**config.mk**
```make
export PLATFORM = sky130hd
export DESIGN_NAME = fdivsqrt_seq
export DESIGN_NICKNAME = d
export VERILOG_FILES = /design/src/rtl/config_pkg.sv /design/src/rtl/fdivsqrt_pkg.sv /design/src/rtl/fdivsqrt_stepcnt.sv /design/src/rtl/fdivsqrt_seq.sv
export SDC_FILE = /design/constraint.sdc
export NUM_CORES = 1
export LEC_CHECK = 0
export CAP_MARGIN = 25
export CELL_PAD_IN_SITES_DETAIL_PLACEMENT = 1
export CELL_PAD_IN_SITES_GLOBAL_PLACEMENT = 2
export CORE_MARGIN = 2
export CORE_UTILIZATION = 25
export CTS_BUF_LIST = sky130_fd_sc_hd__clkbuf_2 sky130_fd_sc_hd__clkbuf_4 sky130_fd_sc_hd__clkbuf_8
export DETAILED_ROUTE_END_ITERATION = 6
export MAX_ROUTING_LAYER = met4
export PLACE_DENSITY = 0.77
export SLEW_MARGIN = 30
export SYNTH_ARGS = -nofsm -noshare
export SYNTH_HDL_FRONTEND = slang
export SYNTH_SLANG_ARGS = --single-unit
export TNS_END_PERCENT = 5
```
**constraint.sdc**
```tcl
create_clock -name clk -period 2.6 [get_ports clk]
set_input_delay 0.52 -clock clk [delete_from_list [all_inputs] [get_ports clk]]
set_output_delay 0.52 -clock clk [all_outputs]
set_load 0.02 [all_outputs]
```
**src/rtl/config_pkg.sv**
```systemverilog
// Core-wide configuration constants shared by the execute-stage units.
//   DURLEN : width of the divide/sqrt iteration count.
package config_pkg;
  localparam int DURLEN = 6;
endpackage : config_pkg

```
**src/rtl/fdivsqrt_pkg.sv**
```systemverilog
// Types shared by the divide/sqrt sequencer and its step counter.
package fdivsqrt_pkg;
  typedef enum logic [1:0] {
    IDLE = 2'd0,
    BUSY = 2'd1,
    DONE = 2'd2
  } fdivsqrt_state_t;
endpackage : fdivsqrt_pkg

```
**src/rtl/fdivsqrt_stepcnt.sv**
```systemverilog
// Loadable down counter tracking the remaining divide/sqrt iteration steps.
// Ports:
//   clk, resetn  : clock, asynchronous active-low reset
//   clr_i        : force the count to zero (highest priority)
//   load_i       : load load_val_i
//   load_val_i   : new iteration count
//   dec_i        : decrement by one; saturates at zero, never wraps
//   is_one_o     : count equals one (the current step is the final one)
module fdivsqrt_stepcnt #(
  parameter int W = 6
) (
  input  logic         clk,
  input  logic         resetn,
  input  logic         clr_i,
  input  logic         load_i,
  input  logic [W-1:0] load_val_i,
  input  logic         dec_i,
  output logic         is_one_o
);

  logic [W-1:0] cnt_q, cnt_d;

  // NOTE: every variable assigned in always_comb gets a default first so no latch is inferred.
  always_comb begin
    cnt_d = cnt_q;
    if (clr_i) begin
      cnt_d = '0;
    end else if (load_i) begin
      cnt_d = load_val_i;
    end else if (dec_i && (cnt_q != '0)) begin
      cnt_d = cnt_q - W'(1);
    end
  end

  // NOTE: sequential state uses non-blocking assignments so all flops update together.
  always_ff @(posedge clk or negedge resetn) begin
    if (!resetn) cnt_q <= '0;
    else         cnt_q <= cnt_d;
  end

  assign is_one_o = (cnt_q == W'(1));

endmodule : fdivsqrt_stepcnt

```
**src/rtl/fdivsqrt_seq.sv**
```systemverilog
// Sequencer for the shared radix-2^r divide/sqrt iteration datapath.
// Accepts one op while idle, steps the datapath for the requested number of
// iterations, then holds the result valid until Memory consumes it.
// Ports:
//   clk, resetn   : clock, asynchronous active-low reset
//   StartE        : request valid in Execute
//   SpecialCaseE  : operands need no iteration; result ready next cycle
//   CyclesE       : iterations required (0 is treated as 1), sampled on accept
//   FlushE        : squash the in-flight op
//   StallM        : Memory cannot consume the result this cycle
//   ReadyE        : idle; a request is accepted this cycle if StartE
//   BusyE         : stall Execute (iterating, or result held under StallM)
//   InitE         : load datapath initial state (accept cycle, combinational)
//   IterEnE       : datapath performs one step this cycle
//   LastIterE     : this step is the final one
//   DoneM         : result valid for Memory
module fdivsqrt_seq
  import fdivsqrt_pkg::*;
#(
  parameter int DURLEN = config_pkg::DURLEN
) (
  input  logic              clk,
  input  logic              resetn,
  input  logic              StartE,
  input  logic              SpecialCaseE,
  input  logic [DURLEN-1:0] CyclesE,
  input  logic              FlushE,
  input  logic              StallM,
  output logic              ReadyE,
  output logic              BusyE,
  output logic              InitE,
  output logic              IterEnE,
  output logic              LastIterE,
  output logic              DoneM
);

  fdivsqrt_state_t state_q, state_d;

  logic              accept;
  logic              cnt_load, cnt_clr, cnt_is_one;
  logic [DURLEN-1:0] cnt_load_val;

  assign accept = (state_q == IDLE) & StartE & ~FlushE;

  // A zero iteration count still needs one step to produce a result.
  assign cnt_load_val = (CyclesE == '0) ? DURLEN'(1) : CyclesE;

  always_comb begin
    state_d  = state_q;
    cnt_load = 1'b0;
    cnt_clr  = 1'b0;
    unique case (state_q)
      IDLE: begin
        // SpecialCaseE/CyclesE are only looked at on accept, so X there is harmless.
        if (accept) begin
          if (SpecialCaseE) begin
            state_d = DONE;
          end else begin
            state_d  = BUSY;
            cnt_load = 1'b1;
          end
        end
      end
      BUSY: begin
        // Flush wins over completion on the final step.
        if (FlushE) begin
          state_d = IDLE;
          cnt_clr = 1'b1;
        end else if (cnt_is_one) begin
          state_d = DONE;
        end
      end
      DONE: begin
        if (FlushE) begin
          state_d = IDLE;
          cnt_clr = 1'b1;
        end else if (!StallM) begin
          state_d = IDLE;
        end
      end
      default: begin
        state_d = IDLE;
        cnt_clr = 1'b1;
      end
    endcase
  end

  always_ff @(posedge clk or negedge resetn) begin
    if (!resetn) state_q <= IDLE;
    else         state_q <= state_d;
  end

  fdivsqrt_stepcnt #(
    .W (DURLEN)
  ) u_stepcnt (
    .clk        (clk),
    .resetn     (resetn),
    .clr_i      (cnt_clr),
    .load_i     (cnt_load),
    .load_val_i (cnt_load_val),
    .dec_i      (state_q == BUSY),
    .is_one_o   (cnt_is_one)
  );

  assign ReadyE    = (state_q == IDLE);
  assign InitE     = accept;
  assign IterEnE   = (state_q == BUSY);
  assign LastIterE = (state_q == BUSY) & cnt_is_one;
  assign DoneM     = (state_q == DONE);
  assign BusyE     = (state_q == BUSY) | ((state_q == DONE) & StallM);

endmodule : fdivsqrt_seq
```
==> results of run 1 <==
==> metrics by stage <==
step | worst slack (ps) | util [%] | power [mW]
6_report | 195.6 | 36.31 | 0.8890
5_1_grt | 15.51 | 36.31 | 0.9826
2_1_floorplan | 927.4 | - | 0.6151
3_5_place_dp | 192.2 | 35.40 | 0.7983
4_1_cts | 184.2 | 36.31 | 0.8991
3_3_place_gp | 195.6 | 35.40 | 0.7835
==> power breakdown <==
group | switching, mW | internal [mW]
combinational | 0.306 | 0.246
sequential | 0.0681 | 0.173
clock | 0.0429 | 0.0529
total | 0.417 | 0.472
==> final cells by class <==
| type | instances | area (um2) | area share, % |
|---|---|---|---|
| clock buffer | 3 | 22.52 | 2.503 |
| inverter | 6 | 22.52 | 2.503 |
| multi-input combinational | 57 | 431.7 | 47.98 |
| sequential | 8 | 200.2 | 22.25 |
| timing repair buffer | 19 | 185.2 | 20.58 |
| tap | 30 | 37.54 | 4.172 |
==> cells by family (layout without fill, tap and decap cells) <==
kind of cell	count (synthesis)	after routing
buffers and inverters	7	28
adder cells (fa/ha/maj)	6	6
flip-flops	8	8
AO/OA/AOI/OAI	14	14
multiplexers	2	2
AND/OR/NAND/NOR	32	32
XOR/XNOR	3	3
==> sequential cells by signal, indices dropped and copies added (netlist names) <==
name and flops:
state_q 2, u_stepcnt.cnt_q 6
==> critical path: stages, from the launching register on <==
cell and delay (ps):
dfrtp_1 390, inv_1 90, ha_1 290, a21oi_1 260, inv_1 70, clkdlybuf4s50_1 540
==> metal layers <==
layer  up-vias  share of wire (%)  global-route usage [%]
li1        300                  -                       -
met1       287                 47                   15.78
met2         9                 49                   20.41
met3         2                2.4                  0.9368
met4         0                1.3                   6.272
met5         -                  0                       -
==> cells in the mapped netlist <==
| cell type | instances |
|---|---|
| dfrtp_1 | 8 |
| nor2_1 | 8 |
| nand2_1 | 7 |
| ha_1 | 6 |
| inv_1 | 6 |
| a211oi_1 | 4 |
| a21oi_1 | 4 |
| nor3_1 | 4 |
| xnor2_1 | 3 |
| nand2b_1 | 2 |
| nor2b_1 | 2 |
| o31ai_2 | 2 |
| a311o_1 | 1 |
| and2_1 | 1 |
| and3_1 | 1 |
| and3b_1 | 1 |
| and4bb_1 | 1 |
| buf_2 | 1 |
| mux2_1 | 1 |
| mux2i_1 | 1 |
| nand3_1 | 1 |
| nand3b_1 | 1 |
| nor4_2 | 1 |
| nor4b_2 | 1 |
| o21ai_1 | 1 |
| o221ai_1 | 1 |
| o41ai_4 | 1 |
| or4_1 | 1 |
==> worst paths after layout <==
| kind | startpoint | to | slack (ps) | cells past startpoint |
|---|---|---|---|---|
| min in group clk | state_q[1] | state_q[1] | 580 | 2 |
| setup reg to reg | u_stepcnt.cnt_q[0] | u_stepcnt.cnt_q[1] | 820 | 6 |
| hold reg to reg | state_q[1] | state_q[1] | 580 | 2 |
| max in group asynchronous | resetn | u_stepcnt.cnt_q[2] | 1810 | 1 |
| setup / recovery | state_q[1] | BusyE | 200 | 5 |
| hold / removal | resetn | u_stepcnt.cnt_q[4] | 530 | 1 |
==> flow_summary.yaml, run 1 <==
logic_synthesis:
  syn-cell-area_um2: 659.4
  synth_area_leaders: "dfrtp_1 30%, ha_1 11%, a211oi_1 4.6%"
  synth.avg_cell_area_um2: 9.158
  synth_compound_area_share_pct: 19.17
  synthXorXnorAreaFrac_pct: 3.985
  synthDistinctLibCells: 28
  synth_top_family_by_area: "simple AND/OR/NAND/NOR gates"
  ys_seq_area_share_pct: 30.36
  yosys.area_share.adder_pct: 11.39
  synth_cells: 72
  synth_warnings: 0
  muxShareOfSynthArea_pct: 3.226
  synthSimpleGateAreaFrac_pct: 27.70
  yosys.area.top_type: "dfrtp_1"
  synth_nets: 90
  netlist.area_leader.share_pct: 30.36
  synth-seq-cells: 8
cts:
  h-tree-depth: 1
  cts_tree: "done"
  path_clk_slew_ps: 50
  cts_root_buf: "clkbuf_4"
  clk-insertion-delay-late_ps: 260
  cts_resized: 0
  cts_num_sinks: 8
  postCtsSetupBuffers: 0
  ctsLongestPathBuffers: 2
  cts-hold-fix-buffers: 0
  cts_inserted_buffers: 3
timing:
  holdWs_ps: 531.2
  setup_viol: 0
  hold_viol: 0
  fin_crit_ps: 2404
  rsz0062_at_grt: "no"
  tns_ps: 0
  fin_skew_ps: 7.182
  slew_viol_final: 0
  post-route-period-util_pct: 92.48
  max_freq_mhz: 415.9
  relSlewSlack_pct: 64.07
  worstMarginPinSlew_ps: 535.4
route:
  routed_wirelength_mm: 1.641
  vias: 598
  wire_per_inst_um: 13.34
  dr.pass1.iters: 4
  drc: 0
  drt_iter0_markers: 6
  vias_per_cell: 4.862
  ant_nets: 0
floorplan:
  core_um2: 2477
  dieHeight_um: 55.36
  die_area_um2: 3064
  start_util_pct: 26.62
  num_rows: 18
  ios: 18
  die_w_um: 55.36
worst_hold_path:
  hp-class: "input port to asynchronous set/reset pin"
power_and_ir_drop:
  p_leak_nw: 0.3794
  peakVddDrop_mv: 0.3234
  power_density_nw_per_um2: 988.2
cells_and_area:
  final_layout_size_suffix_gt1_share_pct: 10.75
  mostFrequentLayoutCell: "clkdlybuf4s50_1"
  fillers: 308
  layout.nets: 113
  stdcell_area_um2: 899.6
  synthToLayoutAreaGrowth_pct: 36.43
  fin_cells: 123
  n_antenna_cell: 0
  layout_common_cells: "17 x clkdlybuf4s50_1, 8 x nor2_1, 8 x dfrtp_1, 7 x nand2_1"
place:
  hpwl_mm: 1.347
  place_congestion: 0.7324
  placed_area_um2: 877.1
  portBuffers: 17
  dpl.cell_count: 120
global_route:
  grt_max_degree: 9
  antenna_found_initial: 0
  grt_pass1_vias: 660
  grt_usage_pct: 12.61
  overflow: 0
  grt_pass1_wl_mm: 3.008
job:
  drv_cap: 0
worst_setup_path:
  crit_arrival_ps: 1880
  path_class: "register to output port"
  required_ps: 2080
  setup.worst_path.start_class: "register"
  path_max_fanout: 7
  cp-end-kind: "output port"
outcome:
  outcome: "finished clean"
(Power assumes the default switching activity.)
==> run 2, diff against run 1 <==
ABC_AREA = 1   (was default)
ABC_CLOCK_PERIOD_IN_PS = 2600   (was default)
PLACE_DENSITY = 0.84   (was 0.77)
SLEW_MARGIN = 20   (was 30)
==> run 2 against run 1 <==
  * Clock skew is 6.5 ps lower
  * Largest power group unchanged
  * Register-to-register slack better by 140 ps
  * Global-route usage up 0.84 points
  * Total power rose by 2.2%
  * Fmax rose by 0.23%
  * Count of clock-buffer cells in the layout stayed put
  * Worst setup slack improved by 5.6 ps
  * Critical path type unchanged
  * Sequential cell count is the same
==> flow_summary.yaml, run 2 <==
worst_setup_path:
  setup.worst_path.start_class: "register"
  path_class: "register to output port"
  crit_arrival_ps: 1880
  path_max_fanout: 5
  cpPeakStageDelay_ps: 620
  slowest_stage: "clkdlybuf4s50_1"
  cp-end-kind: "output port"
  required_ps: 2080
  crit_chain: "inv_1 > ha_1 > nand2_2 > nor2_4 > clkdlybuf4s50_1"
route:
  vias: 740
  drc: 0
  vias_per_cell: 4.684
  wl_met3_um: 50
  wl_met2_um: 898
  wl_met1_um: 888
  ant_nets: 0
  dr.pass1.iters: 4
  drt_iter0_markers: 9
  dr.max_layer_used: "met4"
  routed_wirelength_mm: 1.866
  wire_per_inst_um: 11.81
outcome:
  outcome: "finished clean"
logic_synthesis:
  ys_top_cells_by_count: "36 x nand2_1, 22 x nand3_1, 13 x inv_1"
  ys_seq_area_share_pct: 28.62
  ys.flop_type: "dfrtp_1"
  synth.avg_cell_area_um2: 6.598
  yosysMostFrequentCell: "nand2_1"
  synth_nets: 124
  synth_area_leaders: "dfrtp_1 29%, nand2_1 19%, nand3_1 16%"
  netlist.area_leader.share_pct: 28.62
  synth_edf_count: 0
  yosys.area.top_type: "dfrtp_1"
  synth_cells: 106
  async_flop_share_pct: 100.0
  synthDistinctLibCells: 15
  synth_warnings: 0
  syn-cell-area_um2: 699.4
  synth-seq-cells: 8
global_route:
  overflow: 0
  grt_max_degree: 10
  grt_pass1_vias: 721
  grt_pass1_wl_mm: 3.263
  antenna_found_initial: 0
  grt_usage_pct: 13.45
floorplan:
  start_util_pct: 25.81
  num_rows: 19
  dieHeight_um: 56.90
  die_area_um2: 3237
  core_um2: 2710
  ios: 18
  die_w_um: 56.90
cells_and_area:
  multiInputGateArea_um2: 450.4
  regArea_um2: 200.2
  n_antenna_cell: 0
  layout_common_cells: "36 x nand2_1, 22 x nand3_1, 17 x clkdlybuf4s50_1, 13 x inv_1, 8 x dfrtp_1"
  largest_registers: "u_stepcnt.cnt_q x6, state_q x2"
  mostFrequentLayoutCell: "nand2_1"
  final_layout_size_suffix_gt1_share_pct: 9.449
  fillers: 359
  fin_cells: 158
  largest_reg_flops: 6
  layout.nets: 147
  top_register: "u_stepcnt.cnt_q"
  synthToLayoutAreaGrowth_pct: 34.17
  stdcell_area_um2: 938.4
  final_core_util_pct: 34.63
cts:
  cts_num_sinks: 8
  cts_resized: 0
  ctsLongestPathBuffers: 2
  cts_tree: "done"
  clk-insertion-delay-late_ps: 260
  postCtsSetupBuffers: 0
  path_clk_slew_ps: 50
  h-tree-depth: 1
  cts_root_buf: "clkbuf_4"
  cts-hold-fix-buffers: 0
  cts_inserted_buffers: 3
place:
  hpwl_mm: 1.559
  dp_slack_ps: 226.6
  placed_area_um2: 915.9
  portBuffers: 17
  place_congestion: 0.7769
  dpl.cell_count: 155
power_and_ir_drop:
  power_density_nw_per_um2: 968.0
  p_leak_nw: 0.4627
  power_mw: 0.9083
  peakVddDrop_mv: 0.3964
timing:
  hold_viol: 0
  slew_viol_final: 0
  tns_ps: 0
  setup_viol: 0
  holdWs_ps: 523.5
  relSlewSlack_pct: 74.37
  fin_skew_ps: 0.6834
  rsz0062_at_grt: "no"
  worstMarginPinSlew_ps: 383.3
  post-route-period-util_pct: 92.27
  fin_crit_ps: 2399
  max_freq_mhz: 416.9
  layout_setup_ws_ps: 201.1
worst_hold_path:
  hp-class: "register to register"
job:
  drv_cap: 0
-- run 2: cell count changes in the layout (fill, tap and decap cells not counted), moves of 2 or more --
cell,before,now
nand2_1,7,36
nand3_1,1,22
inv_1,6,13
a211oi_1,4,0
a21oi_1,4,0
nor3_1,4,0
o21ai_0,0,4
nand2_2,0,3
nand2b_1,2,0
nor2_1,8,6
nor2_2,0,2
nor2b_1,2,0
o31ai_2,2,0
xnor2_1,3,1
-- run 2: worst paths after layout --
kind	start	to	slack (ps)	depth (start not counted)
hold reg to reg	state_q[1]	state_q[1]	520	2
min in group asynchronous	resetn	u_stepcnt.cnt_q[4]	540	1
setup / recovery	state_q[0]	InitE	200	5
hold / removal	state_q[1]	state_q[1]	520	2
setup reg to reg	state_q[0]	u_stepcnt.cnt_q[5]	960	8
max in group asynchronous	resetn	state_q[0]	1790	1
-- run 2: cell type report --
class	count	area share (%)
clock buffer	3	2.400
inverter	13	5.200
multi-input combinational	85	48.00
sequential	8	21.33
tap	31	4.133
timing repair buffer	18	18.93
-- run 2: worst max-delay path: cells and delay by family (launching register included) --
kind / cells / cell delay, ps
fa+ha+maj: 1 / 250
buf+inv: 2 / 720
flops: 1 / 400
simple gates: 2 / 250
-- run 2: kinds of logic (layout without fill, tap and decap cells) --
group | after synthesis | count (layout) | synth area share, %
buffers and inverters | 13 | 34 | 6.977
AOI/OAI and AO/OA | 6 | 6 | 4.830
DFF | 8 | 8 | 28.62
xor gates and xnor gates | 1 | 1 | 1.252
and+or+nand+nor | 72 | 72 | 47.59
adders and majority gates | 6 | 6 | 10.73
-- run 2: power breakdown --
part | total (mW) | internal (mW) | switching, mW
sequential | 0.201 | 0.165 | 0.0362
clock | 0.0967 | 0.0529 | 0.0438
combinational | 0.611 | 0.240 | 0.370
-- run 2: metal layers --
| layer | vias to the layer above | GRT usage [%] |
|---|---|---|
| met2 | 16 | 20.36 |
| met5 | - | - |
| met4 | 0 | 7.973 |
| met1 | 341 | 17.09 |
| li1 | 381 | - |
| met3 | 2 | 1.613 |
==> run 3, diff against run 2 <==
CTS_CLUSTER_DIAMETER = 40   (was default)
HOLD_SLACK_MARGIN = 0.15   (was default)
==> results of run 3 <==
The final DEF is identical to that of run 2; final timing and power are the same.
